==> src/rtl/bfp_decomp_mc.sv <==
// Multi-channel, multi-lane BFP decompressor: per-channel method, IQ width and fs offset,
// two-stage AXI-Stream pipeline with full backpressure and a sticky saturation counter.
module bfp_decomp_mc #(
    parameter int LANES  = 4,
    parameter int OUT_W  = 16,
    parameter int NUM_CH = 4,
    parameter int USER_W = 32,
    parameter int ID_W   = 2
) (
    input  logic                   clk,
    input  logic                   rst,
    input  logic [LANES*OUT_W-1:0] s_axis_tdata,
    input  logic [3:0]             s_axis_texp,
    input  logic [ID_W-1:0]        s_axis_tid,
    input  logic [USER_W-1:0]      s_axis_tuser,
    input  logic                   s_axis_tvalid,
    input  logic                   s_axis_tlast,
    output logic                   s_axis_tready,
    output logic [LANES*OUT_W-1:0] m_axis_tdata,
    output logic [USER_W-1:0]      m_axis_tuser,
    output logic [ID_W-1:0]        m_axis_tid,
    output logic                   m_axis_tvalid,
    output logic                   m_axis_tlast,
    input  logic                   m_axis_tready,
    input  logic [NUM_CH*4-1:0]    ctrl_comp_meth,
    input  logic [NUM_CH*4-1:0]    ctrl_iq_width,
    input  logic [NUM_CH*4-1:0]    ctrl_fs_offset,
    output logic [15:0]            sat_cnt
);
    localparam int WIDE  = OUT_W + 31;
    localparam int CNT_W = $clog2(LANES + 1);

    typedef struct packed {
        logic       bfp;
        logic [4:0] width;
        logic [3:0] fs;
    } cfg_t;

    // ------------------------------------------------------------------
    // Handshake
    // ------------------------------------------------------------------
    logic v1;
    logic rdy1;
    logic rdy2;
    logic in_fire;

    assign rdy2          = ~m_axis_tvalid | m_axis_tready;
    assign rdy1          = ~v1 | rdy2;
    assign s_axis_tready = rdy1;
    assign in_fire       = s_axis_tvalid & rdy1;

    // ------------------------------------------------------------------
    // Packet context
    // ------------------------------------------------------------------
    logic              sop;
    cfg_t              live_cfg;
    cfg_t              ctx_cfg;
    cfg_t              eff_cfg;
    logic [ID_W-1:0]   ctx_tid;
    logic [USER_W-1:0] ctx_tuser;
    logic [ID_W-1:0]   eff_tid;
    logic [USER_W-1:0] eff_tuser;
    logic [3:0]        sel_meth;
    logic [3:0]        sel_iq;
    logic [3:0]        sel_fs;

    // Out-of-range channel ids fall through to channel 0's config.
    always_comb begin
        // NOTE: every combinational output gets a default first so no path infers a latch.
        sel_meth = ctrl_comp_meth[3:0];
        sel_iq   = ctrl_iq_width[3:0];
        sel_fs   = ctrl_fs_offset[3:0];
        for (int c = 1; c < NUM_CH; c++) begin
            if (32'(s_axis_tid) == 32'(c)) begin
                sel_meth = ctrl_comp_meth[c*4 +: 4];
                sel_iq   = ctrl_iq_width[c*4 +: 4];
                sel_fs   = ctrl_fs_offset[c*4 +: 4];
            end
        end
        live_cfg.bfp   = (sel_meth == 4'd1);
        live_cfg.width = (sel_iq == 4'd0) ? 5'(OUT_W) : {1'b0, sel_iq};
        live_cfg.fs    = sel_fs;
    end

    // The first beat of a packet uses the live config; the rest use the latched copy.
    assign eff_cfg   = sop ? live_cfg : ctx_cfg;
    assign eff_tid   = sop ? s_axis_tid : ctx_tid;
    assign eff_tuser = sop ? s_axis_tuser : ctx_tuser;

    always_ff @(posedge clk) begin
        if (rst) begin
            sop <= 1'b1;
        end else if (in_fire) begin
            sop <= s_axis_tlast;
        end
    end

    always_ff @(posedge clk) begin
        if (in_fire && sop) begin
            ctx_cfg   <= live_cfg;
            ctx_tid   <= s_axis_tid;
            ctx_tuser <= s_axis_tuser;
        end
    end

    // ------------------------------------------------------------------
    // Stage 1: sign extension from the mantissa width, shift amount
    // ------------------------------------------------------------------
    logic [4:0]              sext_sh;
    logic [OUT_W-1:0]        lane_raw [LANES];
    logic [OUT_W-1:0]        lane_up  [LANES];
    logic signed [OUT_W-1:0] lane_sx  [LANES];
    logic [OUT_W-1:0]        sx_d     [LANES];
    logic [4:0]              shift_d;

    assign sext_sh = 5'(OUT_W) - eff_cfg.width;

    always_comb begin
        for (int l = 0; l < LANES; l++) begin
            lane_raw[l] = s_axis_tdata[l*OUT_W +: OUT_W];
            lane_up[l]  = lane_raw[l] << sext_sh;
            lane_sx[l]  = $signed(lane_up[l]) >>> sext_sh;
            sx_d[l]     = eff_cfg.bfp ? lane_sx[l] : lane_raw[l];
        end
        shift_d = eff_cfg.bfp ? ({1'b0, s_axis_texp} + {1'b0, eff_cfg.fs}) : 5'd0;
    end

    logic [OUT_W-1:0]  s1_sx [LANES];
    logic [4:0]        s1_shift;
    logic              s1_last;
    logic [ID_W-1:0]   s1_tid;
    logic [USER_W-1:0] s1_tuser;

    always_ff @(posedge clk) begin
        if (rst) begin
            v1 <= 1'b0;
        end else if (rdy1) begin
            v1 <= s_axis_tvalid;
        end
    end

    // NOTE: stage-1 payload is left unreset; v1 alone decides whether it is meaningful.
    always_ff @(posedge clk) begin
        if (in_fire) begin
            s1_sx    <= sx_d;
            s1_shift <= shift_d;
            s1_last  <= s_axis_tlast;
            s1_tid   <= eff_tid;
            s1_tuser <= eff_tuser;
        end
    end

    // ------------------------------------------------------------------
    // Stage 2: scale, saturate, count clipped lanes
    // ------------------------------------------------------------------
    logic [WIDE-1:0]  wide  [LANES];
    logic [OUT_W-1:0] y_d   [LANES];
    logic [LANES-1:0] clip;
    logic [CNT_W-1:0] clip_cnt;
    logic [16:0]      sat_sum;
    logic [15:0]      sat_next;

    always_comb begin
        clip_cnt = '0;
        for (int l = 0; l < LANES; l++) begin
            wide[l] = {{(WIDE-OUT_W){s1_sx[l][OUT_W-1]}}, s1_sx[l]} << s1_shift;
            // In range only when every bit from the output sign bit upward agrees.
            clip[l] = ~(&wide[l][WIDE-1:OUT_W-1]) & (|wide[l][WIDE-1:OUT_W-1]);
            if (clip[l]) begin
                y_d[l] = wide[l][WIDE-1] ? {1'b1, {(OUT_W-1){1'b0}}} : {1'b0, {(OUT_W-1){1'b1}}};
            end else begin
                y_d[l] = wide[l][OUT_W-1:0];
            end
            clip_cnt = clip_cnt + CNT_W'(clip[l]);
        end
    end

    assign sat_sum  = {1'b0, sat_cnt} + 17'(clip_cnt);
    assign sat_next = sat_sum[16] ? 16'hFFFF : sat_sum[15:0];

    always_ff @(posedge clk) begin
        if (rst) begin
            m_axis_tvalid <= 1'b0;
            m_axis_tlast  <= 1'b0;
            m_axis_tdata  <= '0;
            m_axis_tuser  <= '0;
            m_axis_tid    <= '0;
            sat_cnt       <= '0;
        end else if (rdy2) begin
            m_axis_tvalid <= v1;
            if (v1) begin
                for (int l = 0; l < LANES; l++) begin
                    m_axis_tdata[l*OUT_W +: OUT_W] <= y_d[l];
                end
                m_axis_tlast <= s1_last;
                m_axis_tuser <= s1_tuser;
                m_axis_tid   <= s1_tid;
                sat_cnt      <= sat_next;
            end
        end
    end

    // A stalled output beat must not change until it is taken.
    property p_stall_hold;
        @(posedge clk) disable iff (rst)
            (m_axis_tvalid && !m_axis_tready) |=>
                m_axis_tvalid && $stable({m_axis_tdata, m_axis_tuser, m_axis_tid, m_axis_tlast});
    endproperty
    assert property (p_stall_hold);

endmodule

==> config.mk <==
export PLATFORM = sky130hd
export DESIGN_NAME = bfp_decomp_mc
export DESIGN_NICKNAME = d
export VERILOG_FILES = /design/src/rtl/bfp_decomp_mc.sv
export SDC_FILE = /design/constraint.sdc
export NUM_CORES = 1
export LEC_CHECK = 0
export CORE_UTILIZATION = 60
export CTS_CLUSTER_DIAMETER = 200
export DETAILED_ROUTE_END_ITERATION = 8
export PLACE_DENSITY_LB_ADDON = 0.2
export REMOVE_ABC_BUFFERS = 1
export SYNTH_ARGS = -nofsm -noshare
export SYNTH_HDL_FRONTEND = slang
export SYNTH_SLANG_ARGS = --single-unit
==> constraint.sdc <==
create_clock -name clk -period 11.7 [get_ports clk]
set_input_delay 2.34 -clock clk [delete_from_list [all_inputs] [get_ports clk]]
set_output_delay 2.34 -clock clk [all_outputs]
set_load 0.005 [all_outputs]
==> results by group <==
Run status
  – Outcome: complete, no violations

STA
  – Slew headroom: 23.22%
  – Final Hold Fails: 0
  – Setup TNS: 0 ns
  – Final clock skew: 0.01969 ns
  – Peak Freq: 111.5 MHz
  – Fin. max-slew vios: 0
  – Least-Margin Pin Slew: 1.152 ns
  – Period utilization: 76.63%
  – RSZ-0062 raised after global routing: no
  – Shortest period the worst path allows: 8.966 ns
  – Hold slack: 0.4563 ns
  – Final setup fails: 0

Die
  – # IOs: 272
  – Die area: 34960 um^2
  – Core area: 33620 um^2
  – Die width: 187.0 um
  – Starting density of the core: 61.08%
  – # rows: 67
  – Die height: 187.0 um

Final layout
  – Ant diodes: 0
  – Storage cell area: 6808 um^2
  – Fillers: 2410
  – Commonest non-fill, non-tap cell in the layout: clkdlybuf4s50_1
  – Final Cell Area: 24120 um^2
  – Final core occ: 71.76%
  – Fin nets: 2440
  – Share of layout cells above drive strength 1: 15.76%
  – Area taken by multi-input logic gates: 12750 um^2
  – Most frequent cells in the layout: clkdlybuf4s50_1, nand2_1, a21oi_1, edfxtp_1, o21ai_0
  – Area grow syn2layout: 17.50%

Placed design
  – Placed Area: 23210 um^2
  – Number of port buffers: 271
  – DPL Wire Length: 47.59 mm
  – Final GP Congestion: 1.019

Worst hold path
  – Hold WC Path Type: register to register
  – Hold_sp: m_axis_tuser[10]

Power and ir drop
  – Comb pwr share: 39.7%
  – Power Dens Cells: 137.1 nW/um^2
  – Cell-internal power: 2.106 mW
  – Worst IR Drop VDD: 119.3 uV
  – Switching Fraction: 36.31%
  – Psw: 1.201 mW
  – P_leak: 8.693 nW
  – Flop pwr share: 33.7%
  – Power Total: 3.306 mW
  – Clock network power share: 26.5%

Clock network
  – Cts hold-fix bufs: 0
  – CTS H-tree lvls: 1
  – Post-CTS sizing: 0
  – Bufs on Longest Clock Path: 3
  – Post-CTS Setup Repair Bufs: 0
  – Clock slew at reported path FFs: 0.07 ns
  – CTS sink cnt: 266
  – Clk_lat worst skew: 0.58 ns
  – Root Buffer: clkbuf_16
  – Total clock buffers created by CTS: 28
  – CTS tree: done

Flow run
  – Max-cap viol count: 0

GRT
  – Vias in the first global route: 18110
  – Initial antenna violation count: 0
  – Total global-route track usage: 37.53%
  – Largest net degree at the start of global routing: 72
  – GR Overflow Total: 0
  – First-pass GRT wire length: 104.8 mm

Yosys
  – Sequential share of the synthesized area: 33.15%
  – Flops & latches, synth: 266
  – Synth Flop Type: edfxtp_1
  – Syn Area/Cell: 9.680 um^2
  – YS warnings: 0
  – Post-synth EDFFs: 148
  – Mapped Cells: 2121
  – Number of library cell types mapped by synthesis: 105
  – FFs w/ async S/R, synth: 0%
  – Netlist Area Pre-Place: 20530 um^2

Critical path
  – Worst Path Max Fanout: 56
  – CP required: 12.09 ns
  – CP Launch Type: input pin
  – Worst Setup SP: s_axis_tid[0]
  – Critical Path End Type: register
  – Worst EP arrival: 9.36 ns
  – Reg2reg start: sop
  – Critical path type: input pin to register

Detailed routing
  – Via count: 19430
  – Remaining DRCs: 0
  – Drt initial violations: 2328
  – Vias per cell: 7.079
  – Final ANT Viol Nets: 0
  – Drt wl/cell: 24.47 um
  – Routed WL: 67.18 mm
  – First drt pass iteration count: 6
==> stage by stage <==
stage          setup WS, ns  std cells
2_1_floorplan        -4.516       1939
3_3_place_gp          2.605       2693
3_5_place_dp          2.357       2693
4_1_cts               2.890       2745
5_1_grt               2.359       2745
6_report              2.734       2745
==> power by group through the flow <==
stage	Sequential (mW)	Clock, mW	Combinational, mW
CTS	1.11	0.885	1.27
finish	1.12	0.878	1.31
global placement	1.13	0	1.25
detailed placement	1.13	0	1.26
floorplan	1.15	0	0.851
global route	1.12	0.922	1.39
==> layer usage <==
metal,global-route usage (%),wire (um),up-vias,part of all wire (%)
li1,-,-,8512,-
met1,53.75,27330,9357,41
met2,57.43,30500,1371,45
met3,5.272,6730,193,10
met4,15.29,2624,0,3.9
met5,0,0,-,0
==> cell families (layout without fill, tap and decap cells) <==
logic type,Yosys count,after routing,share of synthesized area [%]
compound gates,636,636,20.74
simple gates,619,619,14.23
mux,358,358,25.36
flops,266,266,33.15
buf+inv,215,391,5.009
xor+xnor,17,17,0.7618
fa+ha+maj,10,10,0.7556
==> synth_stat cells, drive strengths merged (8+ instances only) <==
library cell	count	area, um^2
a211oi	30	245.2
o22ai	19	125.1
nor3b	11	93.84
buf	88	551.8
or3	9	61.31
xor2	9	86.34
nor3	29	161.4
and3	14	87.58
nor4	13	87.58
nor2b	12	75.07
a31o	12	105.1
edfxtp	148	4444
inv	32	120.1
a31oi	26	183.9
clkbuf	94	352.8
nor2	138	520.5
o211a	14	140.1
or2	11	68.81
mux4	120	2703
o21ai	157	789.5
and2	27	168.9
nand2b	16	100.1
mux2	94	1059
o21a	11	83.83
nand4	16	100.1
a22o	8	70.07
mux2i	144	1445
dfxtp	118	2362
o211ai	22	165.2
a22oi	17	127.6
a211o	8	70.07
o31ai	25	187.7
a221o	10	100.1
xnor2	8	70.07
nand2	259	974.7
a21o	17	127.6
nand3	36	180.2
a21oi	171	870.8
==> registers in the layout (all words and copies together), names as in the netlist <==
signal	count
s1_sx	64
s1_last	1
m_axis_tlast	1
m_axis_tuser	32
ctx_tid	2
m_axis_tid	2
sop	1
s1_tid	2
sat_cnt	16
m_axis_tdata	64
s1_shift	5
ctx_tuser	32
m_axis_tvalid	1
v1	1
s1_tuser	32
ctx_cfg	10
==> final cells by class <==
type                            instances  area share (%)
Clock inverter                         14          0.5549
Timing Repair Buffer                  306           12.31
Sequential cell                       266           28.22
Clock buffer                           38           3.231
Multi-Input combinational cell       1640           52.84
Tap cell                              448           2.324
Inverter                               33          0.5135
==> critical path: stages <==
cell and delay [ns]:
clkdlybuf4s50_1 1.11, nand2_1 0.34, o221ai_4 0.82, inv_2 0.03, buf_4 0.37, ha_2 0.38
and3b_1 0.20, mux2_2 0.36, nor3_4 0.85, buf_4 0.55, mux2i_1 0.20, mux4_2 0.54
o22ai_2 0.43, o22ai_1 0.15, a21o_1 0.19, nor3b_1 0.14, o41ai_2 0.31
==> path summary, 6_finish.rpt <==
path	end	slack, ns	cells past startpoint
max	s1_sx[8]	2.73	17
min	m_axis_tuser[10]	0.46	2
max reg2reg	s1_sx[8]	4.65	17
min reg2reg	m_axis_tuser[10]	0.46	2
No activity file was read; power rests on OpenSTA's default activity.
